===== config.mk =====
export PLATFORM = sky130hd
export DESIGN_NAME = frame_ram_arbiter_flat
export DESIGN_NICKNAME = d
export VERILOG_FILES = /design/src/rtl/frame_ram_arbiter_if.sv /design/src/rtl/frame_ram_arbiter.sv /design/src/flat_wrapper.sv
export SDC_FILE = /design/constraint.sdc
export NUM_CORES = 1
export LEC_CHECK = 0
export CORE_MARGIN = 2
export CORE_UTILIZATION = 60
export CTS_CLUSTER_DIAMETER = 120
export CTS_CLUSTER_SIZE = 20
export DETAILED_ROUTE_END_ITERATION = 10
export DONT_BUFFER_PORTS = 1
export PLACE_DENSITY = 0.76
export SYNTH_ARGS = -nofsm -noshare
export SYNTH_HDL_FRONTEND = slang
export SYNTH_SLANG_ARGS = --single-unit

===== constraint.sdc =====
create_clock -name clk -period 10.7 [get_ports clk]
set_input_delay 1.605 -clock clk [delete_from_list [all_inputs] [get_ports clk]]
set_output_delay 1.605 -clock clk [all_outputs]
set_load 0.03 [all_outputs]

===== src/rtl/frame_ram_arbiter_if.sv =====
// Bus bundle between the VGA reader, the coprocessor ports and the frame RAM macro.
// The arbiter takes the slave modport; clients and the RAM model see the master side.
interface frame_ram_arbiter_if #(
    parameter int ADDR_W = 19,
    parameter int DATA_W = 8
) ();
    logic              vga_req;
    logic [ADDR_W-1:0] vga_addr;
    logic              vga_rvalid;
    logic [DATA_W-1:0] vga_rdata;

    logic              cop_wr_en;
    logic [ADDR_W-1:0] cop_wr_addr;
    logic [DATA_W-1:0] cop_wr_data;
    logic              cop_wr_full;

    logic              cop_rd_req;
    logic [ADDR_W-1:0] cop_rd_addr;
    logic              cop_rd_gnt;
    logic              cop_rd_valid;
    logic [DATA_W-1:0] cop_rd_data;

    logic              idle;
    logic              overflow;
    logic              clear_flags;

    logic [ADDR_W-1:0] ram_addr;
    logic [DATA_W-1:0] ram_wdata;
    logic              ram_we;
    logic [DATA_W-1:0] ram_rdata;

    modport slave (
        input  vga_req, vga_addr, cop_wr_en, cop_wr_addr, cop_wr_data,
               cop_rd_req, cop_rd_addr, clear_flags, ram_rdata,
        output vga_rvalid, vga_rdata, cop_wr_full, cop_rd_gnt, cop_rd_valid,
               cop_rd_data, idle, overflow, ram_addr, ram_wdata, ram_we
    );

    modport master (
        output vga_req, vga_addr, cop_wr_en, cop_wr_addr, cop_wr_data,
               cop_rd_req, cop_rd_addr, clear_flags, ram_rdata,
        input  vga_rvalid, vga_rdata, cop_wr_full, cop_rd_gnt, cop_rd_valid,
               cop_rd_data, idle, overflow, ram_addr, ram_wdata, ram_we
    );
endinterface


===== src/rtl/frame_ram_arbiter.sv =====
// Single-port frame RAM arbiter: VGA reads first, then buffered coprocessor writes, then coprocessor reads.
// Define FRAME_RAM_ARB_STALL_CNT_EN to add the stall_cnt port counting coprocessor cycles lost to VGA.
module frame_ram_arbiter #(
    parameter int ADDR_W      = 19,
    parameter int DATA_W      = 8,
    parameter int WFIFO_DEPTH = 4
) (
    input  logic                    clk,
    input  logic                    rst,
    frame_ram_arbiter_if.slave      bus
`ifdef FRAME_RAM_ARB_STALL_CNT_EN
    ,
    output logic [15:0]             stall_cnt
`endif
);
    localparam int PTR_W = $clog2(WFIFO_DEPTH);
    localparam int CNT_W = PTR_W + 1;

    typedef enum logic [1:0] {SLOT_IDLE, SLOT_VGA, SLOT_WR, SLOT_RD} slot_e;
    typedef enum logic [1:0] {OWN_NONE, OWN_VGA, OWN_COP} owner_e;

    logic [ADDR_W+DATA_W-1:0] fifo_q [WFIFO_DEPTH];
    logic [PTR_W-1:0]         wr_ptr_q;
    logic [PTR_W-1:0]         rd_ptr_q;
    logic [CNT_W-1:0]         count_q;
    logic [CNT_W-1:0]         count_d;
    logic                     full_q;
    logic                     overflow_q;
    logic                     overflow_d;
    owner_e                   owner_q;
    logic [ADDR_W-1:0]        ram_addr_q;
    logic [DATA_W-1:0]        ram_wdata_q;

    slot_e                    slot_s;
    logic                     push_s;
    logic                     pop_s;
    logic                     drop_s;
    logic [ADDR_W-1:0]        head_addr_s;
    logic [DATA_W-1:0]        head_data_s;
    logic [ADDR_W-1:0]        ram_addr_s;
    logic [DATA_W-1:0]        ram_wdata_s;
    logic                     ram_we_s;
    logic                     cop_rd_gnt_s;

    assign {head_addr_s, head_data_s} = fifo_q[rd_ptr_q];

    // Slot selection; a read also waits out a same-cycle push so it can never overtake that write.
    always_comb begin
        slot_s = SLOT_IDLE;
        if (rst) begin
            slot_s = SLOT_IDLE;
        end else if (bus.vga_req) begin
            slot_s = SLOT_VGA;
        end else if (count_q != CNT_W'(0)) begin
            slot_s = SLOT_WR;
        end else if (bus.cop_rd_req && !bus.cop_wr_en) begin
            slot_s = SLOT_RD;
        end else begin
            slot_s = SLOT_IDLE;
        end
    end

    // RAM-side drive for the chosen slot; address and write data hold when idle.
    always_comb begin
        ram_addr_s   = ram_addr_q;
        ram_wdata_s  = ram_wdata_q;
        ram_we_s     = 1'b0;
        cop_rd_gnt_s = 1'b0;
        pop_s        = 1'b0;
        case (slot_s)
            SLOT_VGA: begin
                ram_addr_s = bus.vga_addr;
            end
            SLOT_WR: begin
                ram_addr_s  = head_addr_s;
                ram_wdata_s = head_data_s;
                ram_we_s    = 1'b1;
                pop_s       = 1'b1;
            end
            SLOT_RD: begin
                ram_addr_s   = bus.cop_rd_addr;
                cop_rd_gnt_s = 1'b1;
            end
            default: begin
                ram_we_s = 1'b0;
            end
        endcase
    end

    // FIFO occupancy and overflow next-state; a full FIFO still accepts when it pops the same cycle.
    always_comb begin
        push_s  = bus.cop_wr_en && (!full_q || pop_s);
        drop_s  = bus.cop_wr_en && full_q && !pop_s;
        count_d = count_q;
        case ({push_s, pop_s})
            2'b10:   count_d = count_q + CNT_W'(1);
            2'b01:   count_d = count_q - CNT_W'(1);
            default: count_d = count_q;
        endcase
        if (drop_s) begin
            overflow_d = 1'b1;
        end else if (bus.clear_flags) begin
            overflow_d = 1'b0;
        end else begin
            overflow_d = overflow_q;
        end
    end

    // Write FIFO storage; contents are meaningless once the pointers are reset.
    always_ff @(posedge clk) begin
        if (push_s && !rst) begin
            fifo_q[wr_ptr_q] <= {bus.cop_wr_addr, bus.cop_wr_data};
        end
    end

    // Pointers, flags, read owner and held RAM address/data.
    always_ff @(posedge clk) begin
        if (rst) begin
            wr_ptr_q    <= PTR_W'(0);
            rd_ptr_q    <= PTR_W'(0);
            count_q     <= CNT_W'(0);
            full_q      <= 1'b0;
            overflow_q  <= 1'b0;
            owner_q     <= OWN_NONE;
            ram_addr_q  <= ADDR_W'(0);
            ram_wdata_q <= DATA_W'(0);
        end else begin
            if (push_s) begin
                wr_ptr_q <= wr_ptr_q + PTR_W'(1);
            end
            if (pop_s) begin
                rd_ptr_q <= rd_ptr_q + PTR_W'(1);
            end
            count_q     <= count_d;
            full_q      <= (count_d == CNT_W'(WFIFO_DEPTH));
            overflow_q  <= overflow_d;
            ram_addr_q  <= ram_addr_s;
            ram_wdata_q <= ram_wdata_s;
            case (slot_s)
                SLOT_VGA: owner_q <= OWN_VGA;
                SLOT_RD:  owner_q <= OWN_COP;
                default:  owner_q <= OWN_NONE;
            endcase
        end
    end

    assign bus.ram_addr     = ram_addr_s;
    assign bus.ram_wdata    = ram_wdata_s;
    assign bus.ram_we       = ram_we_s;
    assign bus.cop_rd_gnt   = cop_rd_gnt_s;
    assign bus.vga_rvalid   = (owner_q == OWN_VGA);
    assign bus.vga_rdata    = bus.ram_rdata;
    assign bus.cop_rd_valid = (owner_q == OWN_COP);
    assign bus.cop_rd_data  = bus.ram_rdata;
    assign bus.cop_wr_full  = full_q;
    assign bus.overflow     = overflow_q;
    assign bus.idle         = (count_q == CNT_W'(0)) && (owner_q != OWN_COP) && !bus.cop_rd_req;

`ifdef FRAME_RAM_ARB_STALL_CNT_EN
    logic [15:0] stall_cnt_q;
    logic        stall_inc_s;

    assign stall_inc_s = bus.vga_req && ((count_q != CNT_W'(0)) || bus.cop_rd_req);

    // Saturating count of cycles a pending coprocessor access lost the slot to VGA.
    always_ff @(posedge clk) begin
        if (rst || bus.clear_flags) begin
            stall_cnt_q <= 16'd0;
        end else if (stall_inc_s && (stall_cnt_q != 16'hFFFF)) begin
            stall_cnt_q <= stall_cnt_q + 16'd1;
        end else begin
            stall_cnt_q <= stall_cnt_q;
        end
    end

    assign stall_cnt = stall_cnt_q;
`endif
endmodule


===== src/flat_wrapper.sv =====
// flat-port wrapper written by rule: the top's interface ports become plain ports
module frame_ram_arbiter_flat 
#(
    parameter int ADDR_W      = 19,
    parameter int DATA_W      = 8,
    parameter int WFIFO_DEPTH = 4
)
  (clk, rst, bus_vga_req, bus_vga_addr, bus_cop_wr_en, bus_cop_wr_addr, bus_cop_wr_data, bus_cop_rd_req, bus_cop_rd_addr, bus_clear_flags, bus_ram_rdata, bus_vga_rvalid, bus_vga_rdata, bus_cop_wr_full, bus_cop_rd_gnt, bus_cop_rd_valid, bus_cop_rd_data, bus_idle, bus_overflow, bus_ram_addr, bus_ram_wdata, bus_ram_we);
  frame_ram_arbiter_if #(.ADDR_W(ADDR_W), .DATA_W(DATA_W)) bus_i ();
  input  logic clk;
  input  logic rst;
  input wire logic [$bits(bus_i.vga_req)-1:0] bus_vga_req;
  input wire logic [$bits(bus_i.vga_addr)-1:0] bus_vga_addr;
  input wire logic [$bits(bus_i.cop_wr_en)-1:0] bus_cop_wr_en;
  input wire logic [$bits(bus_i.cop_wr_addr)-1:0] bus_cop_wr_addr;
  input wire logic [$bits(bus_i.cop_wr_data)-1:0] bus_cop_wr_data;
  input wire logic [$bits(bus_i.cop_rd_req)-1:0] bus_cop_rd_req;
  input wire logic [$bits(bus_i.cop_rd_addr)-1:0] bus_cop_rd_addr;
  input wire logic [$bits(bus_i.clear_flags)-1:0] bus_clear_flags;
  input wire logic [$bits(bus_i.ram_rdata)-1:0] bus_ram_rdata;
  output wire logic [$bits(bus_i.vga_rvalid)-1:0] bus_vga_rvalid;
  output wire logic [$bits(bus_i.vga_rdata)-1:0] bus_vga_rdata;
  output wire logic [$bits(bus_i.cop_wr_full)-1:0] bus_cop_wr_full;
  output wire logic [$bits(bus_i.cop_rd_gnt)-1:0] bus_cop_rd_gnt;
  output wire logic [$bits(bus_i.cop_rd_valid)-1:0] bus_cop_rd_valid;
  output wire logic [$bits(bus_i.cop_rd_data)-1:0] bus_cop_rd_data;
  output wire logic [$bits(bus_i.idle)-1:0] bus_idle;
  output wire logic [$bits(bus_i.overflow)-1:0] bus_overflow;
  output wire logic [$bits(bus_i.ram_addr)-1:0] bus_ram_addr;
  output wire logic [$bits(bus_i.ram_wdata)-1:0] bus_ram_wdata;
  output wire logic [$bits(bus_i.ram_we)-1:0] bus_ram_we;
  assign bus_i.vga_req = bus_vga_req;
  assign bus_i.vga_addr = bus_vga_addr;
  assign bus_i.cop_wr_en = bus_cop_wr_en;
  assign bus_i.cop_wr_addr = bus_cop_wr_addr;
  assign bus_i.cop_wr_data = bus_cop_wr_data;
  assign bus_i.cop_rd_req = bus_cop_rd_req;
  assign bus_i.cop_rd_addr = bus_cop_rd_addr;
  assign bus_i.clear_flags = bus_clear_flags;
  assign bus_i.ram_rdata = bus_ram_rdata;
  assign bus_vga_rvalid = bus_i.vga_rvalid;
  assign bus_vga_rdata = bus_i.vga_rdata;
  assign bus_cop_wr_full = bus_i.cop_wr_full;
  assign bus_cop_rd_gnt = bus_i.cop_rd_gnt;
  assign bus_cop_rd_valid = bus_i.cop_rd_valid;
  assign bus_cop_rd_data = bus_i.cop_rd_data;
  assign bus_idle = bus_i.idle;
  assign bus_overflow = bus_i.overflow;
  assign bus_ram_addr = bus_i.ram_addr;
  assign bus_ram_wdata = bus_i.ram_wdata;
  assign bus_ram_we = bus_i.ram_we;
  frame_ram_arbiter #(.ADDR_W(ADDR_W), .DATA_W(DATA_W), .WFIFO_DEPTH(WFIFO_DEPTH)) u_core (.clk(clk), .rst(rst), .bus(bus_i));
endmodule

==> run_results.csv, run 1 <==
group,metric,value,unit
outcome,status,"completed",
clock_tree,cts-hold-fix-buffers,0,
finish,fillers,708,
critical_path,slowest_stage,"nor2_4",
sta,slew_viol_final,0,
die,start_util,61.9,%
finish,antennaDiodeCount,0,
clock_tree,ctsResizeCount,0,
min_path,min_path_type,"reg2reg",
sta,hold_violations,0,
route,top_layer_used,"met4",
clock_tree,cts_made_buffers,17,
sta,whs,511,ps
critical_path,max_stage_delay,920,ps
sta,fin_crit,5610,ps
finish,drive_gt1_share,22.1,%
power,ir_drop,0.156,mV
yosys,seq_area_frac_synth,63.0,%
yosys,yosys.cell_count.top_type,"edfxtp_1",
sta,fin_crit_sh,52.4,%
critical_path,crit_fanout,37,
sta,finalSetupViolCount,0,
yosys,yosysTopAreaCellShare,50.5,%
die,die_h,107,µm
route,ant_nets,0,
die,dieArea,11500,µm²
placement,hpwl,8690,µm
yosys,async_reset_ff_share,0,%
power,p_leak,2.42,nW
route,drc_errors,0,
yosys,synth.distinct_cells,43,
clock_tree,clk_path_buf_depth,2,
placement,pre_cts_ws,5150,ps
yosys,synthCells,450,
die,row_count,37,
global_route,first_global_vias,3813,
global_route,global_route.overflow_total,0,
clock_tree,clkTransAtPathRegs,60,ps
critical_path,cp_num_buf_inv,0,
die,core,10400,µm²
critical_path,path_cells,"or2_1, nor2_4, a21oi_1, a21oi_1",
critical_path,startpoint_type,"primary input",
global_route,grt_max_degree,38,
yosys,ys_ff_latch,148,
critical_path,path_class,"in2out",
die,ios,129,
yosys,synthTopCellsByCount,"edfxtp_1, nor2_1, a21oi_1, dfxtp_1, mux4_2",
finish,synthToLayoutAreaGrowth,9.20,%
finish,nets,515,
sta,rsz0062_at_grt,"false",
route,wl_per_cell,24.0,µm
sta,layout_setup_ws,5090,ps
yosys,syn_area_per_cell,14.3,µm²
die,die_w,107,µm
sta,worst_pin_slew,1230,ps
yosys,synth_area,6420,µm²
flow_run,drv_cap,0,
route,wl_met3,1180,µm
critical_path,crit_family,"simple AND/OR/NAND/NOR gates",
power,power.total,1.55,mW
global_route,antenna_found_initial,0,
yosys,syn_nets,535,
critical_path,crit_top_cell,"a21oi_1",
route,wl_met1,5410,µm
clock_tree,clock_latency,520,ps
route,vias,3679,
clock_tree,cts_tree,"yes",
clock_tree,cts_root_buf,"clkbuf_8",
yosys,ys_warn_count,0,
global_route,grt_use_total,25.6,%
clock_tree,h-tree-depth,4,
critical_path,endpoint_kind,"output pin",
global_route,grt_pass1_wl,21100,µm
route,wl_met2,7080,µm
critical_path,required,9100,ps
sta,max_freq,178,MHz
placement,place.gp.congestion,0.815,
power,powerDensity,222,nW/µm²
clock_tree,clock-sinks,148,
yosys,synth-edff-count,108,
critical_path,arrival,4010,ps
yosys,yosys-top-cells-area,"edfxtp_1, dfxtp_1, mux4_2, a21oi_1, nor2_1",
yosys,netlist.top_cell.by_area,"edfxtp_1",
finish,fin_util,67.6,%
route,drt_wl_total,13900,µm
sta,fin_tns_setup,0,ps
route,drt_iter0_markers,257,
sta,fin_skew,8.08,ps
placement,io_buffer_count,0,
sta,max_slew_margin,18.2,%
route,firstDrtPassIters,6,
clock_tree,cts_setup_buffers,0,
yosys,synth_flop_cell,"edfxtp_1",
route,viasPerCell,6.35,
report_power, final:
group,switching (mW),internal [mW],leakage (nW),total (mW)
sequential,0.0271,0.648,1.31,0.676
clock,0.223,0.408,0.304,0.631
combinational,0.169,0.0784,0.801,0.247
total,0.419,1.13,2.42,1.55
sequential cells by signal, indices dropped and copies added (netlist names), named ones only:
register and cells:
u_core.fifo_q 108, u_core.ram_addr_q 19, u_core.ram_wdata_q 8, u_core.count_q 3
u_core.owner_q 2, u_core.rd_ptr_q 2, u_core.wr_ptr_q 2, u_core.bus.cop_wr_full 1
u_core.bus.overflow 1
kinds of logic (layout without fill, tap and decap cells):
logic type	Yosys count	count (layout)	share of synthesized area, %
AO/OA/AOI/OAI	91	91	11.1
XOR/XNOR	4	4	0.546
adder cells (fa/ha/maj)	6	6	1.29
buffers and inverters	66	59	5.93
flip-flops	148	148	63.0
multiplexers	36	36	11.0
AND/OR/NAND/NOR	99	99	7.10
worst min-delay path: cells and delay by family (launching register included):
family	cells	cell delay, ps
compound gates	1	50
flops	1	320
simple gates	1	100
placed cells by master (no fill, tap or decap), types with 5 or more instances in the layout:
| master | Yosys | layout |
|---|---|---|
| edfxtp_1 | 108 | 108 |
| buf_4 | 19 | 7 |
| a211oi_1 | 7 | 7 |
| a211oi_2 | 8 | 8 |
| nand2_1 | 22 | 22 |
| a21oi_1 | 40 | 40 |
| ha_1 | 5 | 5 |
| dfxtp_1 | 40 | 39 |
| nor2_1 | 44 | 44 |
| nor3_1 | 6 | 6 |
| and2_1 | 8 | 8 |
| o41ai_1 | 7 | 7 |
| nor2b_1 | 5 | 5 |
| clkbuf_16 | 0 | 16 |
| mux2_2 | 8 | 8 |
| o41ai_2 | 7 | 7 |
| bufinv_16 | 0 | 5 |
| mux4_2 | 27 | 27 |
| inv_1 | 20 | 20 |
worst paths after layout:
path                              start                endpoint  slack, ps  depth (start not counted)
setup / recovery                    rst        bus_ram_addr[18]       5090                          4
hold / removal    u_core.ram_addr_q[18]   u_core.ram_addr_q[18]        510                          2
setup reg to reg      u_core.count_q[0]  u_core.bus.cop_wr_full       7660                          8
hold reg to reg   u_core.ram_addr_q[18]   u_core.ram_addr_q[18]        510                          2
layer usage:
metal,GRT usage [%],vias up
li1,-,1637
met1,31.2,1854
met2,42.5,166
met3,10.0,22
met4,7.78,0
met5,0,-
per-stage QoR:
| step | area (µm²) | instances |
|---|---|---|
| 6_report | 7010 | 579 |
| 5_1_grt | 7010 | 579 |
| 4_1_cts | 7010 | 579 |
| 3_5_place_dp | 6370 | 547 |
| 3_3_place_gp | 6370 | 547 |
| 2_1_floorplan | 6420 | 450 |
layout make-up:
class	instances	area (µm²)	share of cell area (%)
repair buffers	7	52.6	0.750
inverters	20	75.1	1.07
clock buffers	19	432	6.16
well taps	136	170	2.43
multi-input cells	236	2030	28.9
flip-flops and latches	148	4050	57.7
clock inverters	13	205	2.93
Power figures use the tool's default switching activity.
==> run 2, diff against run 1 <==
--- a/config.mk
+++ b/config.mk
@@ -6,12 +6,12 @@
 export NUM_CORES = 1
 export LEC_CHECK = 0
 export CORE_MARGIN = 2
-export CORE_UTILIZATION = 60
+export CORE_UTILIZATION = 57
 export CTS_CLUSTER_DIAMETER = 120
 export CTS_CLUSTER_SIZE = 20
 export DETAILED_ROUTE_END_ITERATION = 10
 export DONT_BUFFER_PORTS = 1
-export PLACE_DENSITY = 0.76
+export PLACE_DENSITY = 0.75
 export SYNTH_ARGS = -nofsm -noshare
 export SYNTH_HDL_FRONTEND = slang
 export SYNTH_SLANG_ARGS = --single-unit
==> constraint.sdc (replaced) <==
create_clock -name clk -period 5.03 [get_ports clk]
set_input_delay 0.7545 -clock clk [delete_from_list [all_inputs] [get_ports clk]]
set_output_delay 0.7545 -clock clk [all_outputs]
set_load 0.03 [all_outputs]
==> run 2 against run 1 <==
Against the previous run: largest power group unchanged; critical path depth unchanged; routed wire length decreased by 4.6%; die area increased by 5.1%; final area increased by 0.89%; first-iteration DRC count decreased by 2.3%; setup slack got worse by 4000 ps; sequential cell count unchanged; critical endpoint unchanged; combinational power increased by 110%; sequential share of layout area decreased by 0.51 points; global-route usage decreased by 2.6 points; count of clock-buffer cells in the layout increased by 1.
==> run_results.csv, run 2 (synthesis gave the netlist of run 1 again) <==
group,metric,value,unit
route,viasPerCell,6.15,
route,firstDrtPassIters,5,
sta,fin_skew,9.29,ps
die,row_count,38,
power,powerDensity,469,nW/µm²
clock_tree,clk_path_buf_depth,2,
die,start_util,58.9,%
critical_path,cp_num_buf_inv,0,
global_route,grt_max_degree,38,
placement,io_buffer_count,0,
finish,largest_reg_flops,108,
sta,hold_violations,0,
finish,synthToLayoutAreaGrowth,10.2,%
critical_path,reg2reg_from,"u_core.count_q[0]",
finish,stdcell_area,7070,µm²
sta,whs,294,ps
critical_path,crit_fanout,37,
sta,fin_crit_sh,77.8,%
sta,worst_pin_slew,1080,ps
global_route,first_global_vias,3723,
flow_run,drv_cap,0,
finish,regMostFlops,"u_core.fifo_q",
die,core,10900,µm²
clock_tree,clock_latency,520,ps
global_route,global_route.overflow_total,0,
finish,antennaDiodeCount,0,
clock_tree,cts_root_buf,"clkbuf_8",
placement,dp_cells,552,
finish,largestRegisters,"u_core.fifo_q x108, u_core.ram_addr_q x19, u_core.ram_wdata_q x8",
sta,finalSetupViolCount,0,
critical_path,cp.depth,4,
route,vias,3592,
outcome,status,"completed",
sta,max_freq,256,MHz
critical_path,reg2reg_setup_slack,1910,ps
power,p_leak,2.44,nW
critical_path,max_stage_delay,910,ps
die,die_h,110,µm
finish,fin_util,64.9,%
critical_path,endpoint_kind,"output pin",
die,die_w,110,µm
clock_tree,h-tree-depth,4,
die,ios,129,
critical_path,path_class,"in2out",
critical_path,crit_family,"simple AND/OR/NAND/NOR gates",
clock_tree,cts-hold-fix-buffers,0,
placement,hpwl,8650,µm
route,drt_iter0_markers,251,
sta,rsz0062_at_grt,"false",
global_route,grt_pass1_wl,19700,µm
clock_tree,clock-sinks,148,
critical_path,path_cells,"or2_1, nor2_4, a21oi_1, a21oi_1",
global_route,grt_use_total,23.0,%
placement,placed_area,6430,µm²
sta,slew_viol_final,0,
finish,final_cell_mix,"edfxtp_1, nor2_1, a21oi_1",
clock_tree,clkTransAtPathRegs,60,ps
clock_tree,ctsResizeCount,0,
sta,max_slew_margin,27.5,%
finish,drive_gt1_share,21.8,%
critical_path,cp-endpoint,"bus_ram_addr[18]",
clock_tree,cts_tree,"yes",
clock_tree,cts_made_buffers,17,
finish,fin_cells,584,
route,wl_per_cell,22.7,µm
critical_path,startpoint_type,"primary input",
critical_path,slowest_stage,"nor2_4",
global_route,antenna_found_initial,0,
route,ant_nets,0,
critical_path,reg2reg_to,"u_core.bus.cop_wr_full",
critical_path,crit_top_cell,"a21oi_1",
min_path,min_path_type,"in2reg",
die,dieArea,12100,µm²
route,drc_errors,0,
clock_tree,cts_setup_buffers,0,
finish,nets,516,
sta,fin_tns_setup,0,ps
critical_path,arrival,3160,ps
sta,fin_crit,3910,ps
power,ir_drop,0.433,mV
critical_path,required,4280,ps
critical_path,reg2regPathDepth,8,
finish,layout_commonest_cell,"edfxtp_1",
critical_path,crit_path_start,"rst",
route,drt_wl_total,13200,µm
placement,place.gp.congestion,0.783,
==> run 2: worst min-delay path by stage <==
stage,startpoint,to,depth (start not counted)
final,rst,u_core.ram_addr_q[16],1
after CTS,rst,u_core.ram_addr_q[16],1
after global placement,u_core.ram_addr_q[18],u_core.ram_addr_q[18],2
after global routing,rst,u_core.ram_addr_q[16],1
after detailed placement,u_core.ram_addr_q[10],u_core.ram_addr_q[10],2
after floorplan,u_core.ram_addr_q[8],u_core.ram_addr_q[8],1
==> run 2: final cells by class <==
| type | count | area, µm² |
|---|---|---|
| clock buffers | 20 | 435 |
| clock inverters | 12 | 201 |
| fillers | 727 | 3820 |
| inverters | 20 | 75.1 |
| well taps | 140 | 175 |
| multi-input cells | 236 | 2030 |
| flip-flops and latches | 148 | 4050 |
| repair buffers | 8 | 110 |
==> run 2: stage by stage <==
step                worst slack [ps]  total power, mW
global route                     937             3.43
global placement                1250             1.97
finish                          1120             3.32
CTS                             1090             3.33
floorplan                        778             1.94
detailed placement              1220             1.99
==> run 2: routing by layer <==
metal	vias up	global-route usage, %	routed length (µm)
met5	-	0	0
li1	1637	-	-
met3	31	8.17	1110
met4	0	11.7	398
met1	1792	26.7	4950
met2	132	37.9	6790
==> run 2: power breakdown <==
| group | internal [mW] | leakage [nW] | total, mW | switching [mW] |
|---|---|---|---|---|
| clock | 0.871 | 0.308 | 1.35 | 0.478 |
| sequential | 1.38 | 1.31 | 1.44 | 0.0560 |
| combinational | 0.174 | 0.818 | 0.531 | 0.357 |
| total | 2.42 | 2.44 | 3.32 | 0.891 |
